**config.mk**
```make
export PLATFORM = sky130hd
export DESIGN_NAME = bound_flasher_ctrlfsm
export DESIGN_NICKNAME = d
export VERILOG_FILES = /design/src/rtl/bound_flasher_ctrlfsm.sv
export SDC_FILE = /design/constraint.sdc
export NUM_CORES = 1
export LEC_CHECK = 0
export ABC_AREA = 1
export CAP_MARGIN = 20
export CELL_PAD_IN_SITES_DETAIL_PLACEMENT = 1
export CELL_PAD_IN_SITES_GLOBAL_PLACEMENT = 1
export CORE_AREA = 2 2 39 41
export DETAILED_ROUTE_END_ITERATION = 16
export DIE_AREA = 0 0 41 43
export DONT_BUFFER_PORTS = 1
export GPL_TIMING_DRIVEN = 0
export PLACE_DENSITY = 0.69
export SLEW_MARGIN = 20
export SYNTH_ARGS = -nofsm -noshare
export SYNTH_HDL_FRONTEND = slang
export SYNTH_SLANG_ARGS = --single-unit
```
**constraint.sdc**
```tcl
create_clock -name clk -period 2.8 [get_ports clk]
set_input_delay 0.7 -clock clk [delete_from_list [all_inputs] [get_ports clk]]
set_output_delay 0.7 -clock clk [all_outputs]
set_load 0.02 [all_outputs]
```
**src/rtl/bound_flasher_ctrlfsm.sv**
```systemverilog
// Command-side sequencer for the bound flasher lamp bar: walks the output FSM
// through the up/down bound pattern, handles flick kickback and drains after reset.
module bound_flasher_ctrlfsm #(
    parameter logic [4:0] LVL_MAX = 5'd16,
    parameter logic [4:0] LVL_LO  = 5'd5,
    parameter logic [4:0] LVL_HI  = 5'd11,
    parameter logic [4:0] KICK_LO = 5'd6,
    parameter logic [4:0] KICK_HI = 5'd11
) (
    input  logic       clk,
    input  logic       rst,
    input  logic       flick,
    input  logic [4:0] state,
    output logic       enb,
    output logic       ison,
    output logic       busy,
    output logic [2:0] phase
);

    localparam logic [2:0] P_IDLE  = 3'd0;
    localparam logic [2:0] P_UP_A  = 3'd1;
    localparam logic [2:0] P_DN_A  = 3'd2;
    localparam logic [2:0] P_UP_B  = 3'd3;
    localparam logic [2:0] P_DN_B  = 3'd4;
    localparam logic [2:0] P_UP_C  = 3'd5;
    localparam logic [2:0] P_DN_C  = 3'd6;
    localparam logic [2:0] P_FLUSH = 3'd7;

    logic [2:0] phase_q;
    logic [2:0] phase_d;
    logic       busy_q;
    logic [4:0] target;
    logic       dir_up;
    logic       at_target;
    logic       kick;

    // Per-phase bound and stepping direction; IDLE has neither.
    always_comb begin
        target = 5'd0;
        dir_up = 1'b0;
        case (phase_q)
            P_UP_A:  begin target = LVL_MAX; dir_up = 1'b1; end
            P_DN_A:  begin target = LVL_LO;  dir_up = 1'b0; end
            P_UP_B:  begin target = LVL_HI;  dir_up = 1'b1; end
            P_DN_B:  begin target = 5'd0;    dir_up = 1'b0; end
            P_UP_C:  begin target = LVL_MAX; dir_up = 1'b1; end
            P_DN_C:  begin target = 5'd0;    dir_up = 1'b0; end
            P_FLUSH: begin target = 5'd0;    dir_up = 1'b0; end
            default: begin target = 5'd0;    dir_up = 1'b0; end
        endcase
    end

    assign at_target = (state == target);
    assign kick = flick && ((phase_q == P_UP_B) || (phase_q == P_UP_C)) &&
                  ((state == KICK_LO) || (state == KICK_HI));

    // busy tracks the registered phase, so it is loaded from the next phase.
    always_ff @(posedge clk) begin
        if (rst) begin
            phase_q <= P_FLUSH;
            busy_q  <= 1'b1;
        end else begin
            phase_q <= phase_d;
            busy_q  <= (phase_d != P_IDLE);
        end
    end

    // Kickback outranks target arrival, which outranks the IDLE start request.
    always_comb begin
        phase_d = phase_q;
        if (kick && (phase_q == P_UP_B)) begin
            phase_d = P_DN_A;
        end else if (kick && (phase_q == P_UP_C)) begin
            phase_d = P_DN_B;
        end else if ((phase_q != P_IDLE) && at_target) begin
            case (phase_q)
                P_UP_A:  phase_d = P_DN_A;
                P_DN_A:  phase_d = P_UP_B;
                P_UP_B:  phase_d = P_DN_B;
                P_DN_B:  phase_d = P_UP_C;
                P_UP_C:  phase_d = P_DN_C;
                P_DN_C:  phase_d = P_IDLE;
                P_FLUSH: phase_d = P_IDLE;
                default: phase_d = P_IDLE;
            endcase
        end else if ((phase_q == P_IDLE) && flick && (state == 5'd0)) begin
            phase_d = P_UP_A;
        end
    end

    always_comb begin
        enb  = 1'b0;
        ison = 1'b0;
        if (phase_q != P_IDLE) begin
            enb  = !at_target && !kick;
            ison = dir_up;
        end
    end

    assign phase = phase_q;
    assign busy  = busy_q;

endmodule
```
==> results of run 1 <==
-- cell families (layout without fill, tap and decap cells) --
kind of cell	count (synthesis)	after routing	share of synthesized area [%]
AO/OA/AOI/OAI	10	10	13.8
AND/OR/NAND/NOR	45	45	55.5
flip-flops	4	4	18.4
buffers and inverters	14	17	12.4
-- cell usage after synthesis, drive strengths merged --
| library cell | instances | area [µm²] |
|---|---|---|
| o211ai | 1 | 7.51 |
| nand3 | 6 | 35.0 |
| inv | 13 | 48.8 |
| or2 | 1 | 6.26 |
| nand2 | 27 | 126 |
| o21ai | 4 | 20.0 |
| nand3b | 1 | 7.51 |
| dfxtp | 4 | 80.1 |
| clkinv | 1 | 5.00 |
| and2 | 1 | 6.26 |
| a21oi | 5 | 32.5 |
| nor3 | 4 | 20.0 |
| nor2 | 5 | 40.0 |
-- final cells by class --
cell class                      instances  share of cell area (%)
Sequential cell                         4                    16.8
Tap cell                               16                    4.19
Clock buffer                            3                    4.71
Inverter                               14                    11.3
Multi-Input combinational cell         55                    63.1
-- state kept, by name (all words and copies together) (netlist names) --
name   cells
phase      3
busy       1
-- per-layer routing --
layer | wire, µm | vias to the layer above | track usage [%]
met5 | 0 | - | 0
met4 | 0 | 0 | 8.00
met3 | 30 | 0 | 3.14
met2 | 489 | 9 | 21.3
met1 | 515 | 199 | 19.0
li1 | - | 236 | -
-- critical path: cells and delay by family, from the launching register on --
family,cells,cell delay (ns)
buf+inv,1,0.12
flops,1,0.64
simple gates,5,0.92
-- through the flow --
step	setup WS, ns	utilization, %	area (µm²)
detailed placement	0.374	32.9	455
global route	0.0693	34.5	478
floorplan	0.473	-	435
global placement	0.387	32.9	455
finish	0.182	34.5	478
CTS	0.121	34.5	478
-- report_power, final --
part | total, mW | internal, mW | switching, mW
Combinational | 0.0334 | 0.0112 | 0.0222
Sequential | 0.0639 | 0.0588 | 0.00512
Clock | 0.0689 | 0.0477 | 0.0211
-- how the worst min path moves through the flow --
stage	start	end	slack, ns	cells after the start
3_3_place_gp	phase[2]	phase[2]	0.79	4
5_1_grt	rst	phase[2]	0.61	2
3_5_place_dp	phase[2]	phase[2]	0.78	4
6_report	rst	phase[0]	0.60	2
4_1_cts	rst	phase[0]	0.59	2
2_1_floorplan	phase[2]	phase[2]	0.72	4
==> metrics.cfg, run 1 <==
[outcome]
outcome=complete, no violations

[cts]
clock_sink_count=4
register_clock_pin_slew_on_the_reported_worst_setup_and_hold_paths_ns=0.04
cts_repair_resize_count=0
clock_latency_ns=0.23
cts_tree=yes
cts_buffer_depth=2
post_cts_buffers=0
cts_buf_count=3
cts_hold_buffers=0
cts_root_buffer=clkbuf_4
htree_levels=1

[sta]
final.period_utilization_pct=93.5
min_period_ns=2.62
fin_worst_skew_ns=0.00304
slew_viol_final=0
tightest_slew_ns=0.629
finalHoldWorstSlack_ns=0.599
number_of_endpoints_failing_setup_at_the_final_stage=0
tns_ns=0
final_hold_vio_count=0
rsz0062_at_grt=no
max_freq_ghz=0.382
slew_headroom_pct=57.8

[critical_path]
r2r_path_end=busy
critical_path.max_stage_delay_ns=0.64
cp.required_ns=2.10
crit-reg2reg-launch=phase[0]
critical_path.startpoint_type=flip-flop
cp_slowest_cell=dfxtp_1
timing.critical_path.arrival_ns=1.92
rr_worst_depth=8
worstSetupPathType=flip-flop to output pin
timing.critical_path.cells=inv_2 > nand3_1 > nand3_2 > nand2_4 > nor2_8 > nor3_1
rrSetupSlack_ns=1.07
worst_setup_path_end_kind=output pin
critical_path.max_fanout=8
setup.worst_path.start=phase[0]
critPathCapture=enb

[synth]
post_synth.cell_area_avg_um2=5.96
synth.lib_cells_used.distinct=20
mappedNetlistNets=81
ys_seq_area_share_pct=18.4
synth.ff_latch_count=4
synthesis.area_um2=435
synth_warnings=0
synthesized_netlist_cell_count=73

[floorplanning]
vertical_extent_of_the_die_um=43
placeableCoreArea_mm2=0.00138
placementRows=14
floorplan.io_pins=14
floorplan.initialDensity_pct=31.5
die_area_mm2=0.00176
dieWidth_um=41

[drt]
routed_wl_mm=1.04
antenna_violating_nets_post_route=0
wl_per_cell_um=11.3
drt-vias-per-instance=4.83
detail_route.drc_violations=0
detail_route.iter0.violations=1
dr.pass1.iters=2
num_vias=444

[global_route]
first_global_vias=414
grt.total_usage_pct=14.6
grt_max_degree=9
globalRoute.totalOverflow=0
initial_antenna_violation_count=0
wire_length_of_the_first_global_routing_pass_mm=1.70

[cells_and_area]
n_antenna_cell=0
layout.area.seq_um2=80.1
layout.cells.most_common=nand2_1
fillerInstances=204
finalNetCount=86
final_cells=92
areaGrowthSynthToFinish_pct=9.77
area_taken_by_multi_input_logic_gates_um2=302
mostFrequentLayoutCells=nand2_1, inv_1, nand3_1
drive_above_1_share_pct=26.3

[pwr]
total_power_mw=0.166
irDropWorstVdd_uv=190
p_leak_nw=0.260
power_density_mw_per_mm2=348

[place]
portBuffers=0
place_inst=89
place_congestion=0.803
dp.final_hpwl_um=894

[worst_hold_path]
hold_path_class=input port to flip-flop

[run]
max_cap_viol_count=0

Note: power is estimated with default switching activity, not from simulation.
==> inputs of run 2 (changes only) <==
--- a/config.mk
+++ b/config.mk
@@ -15,7 +15,7 @@
 export DONT_BUFFER_PORTS = 1
 export GPL_TIMING_DRIVEN = 0
 export PLACE_DENSITY = 0.69
-export SLEW_MARGIN = 20
+export SLEW_MARGIN = 40
 export SYNTH_ARGS = -nofsm -noshare
 export SYNTH_HDL_FRONTEND = slang
 export SYNTH_SLANG_ARGS = --single-unit
==> results of run 2 <==
The final DEF is identical to that of run 1; final timing and power are the same.
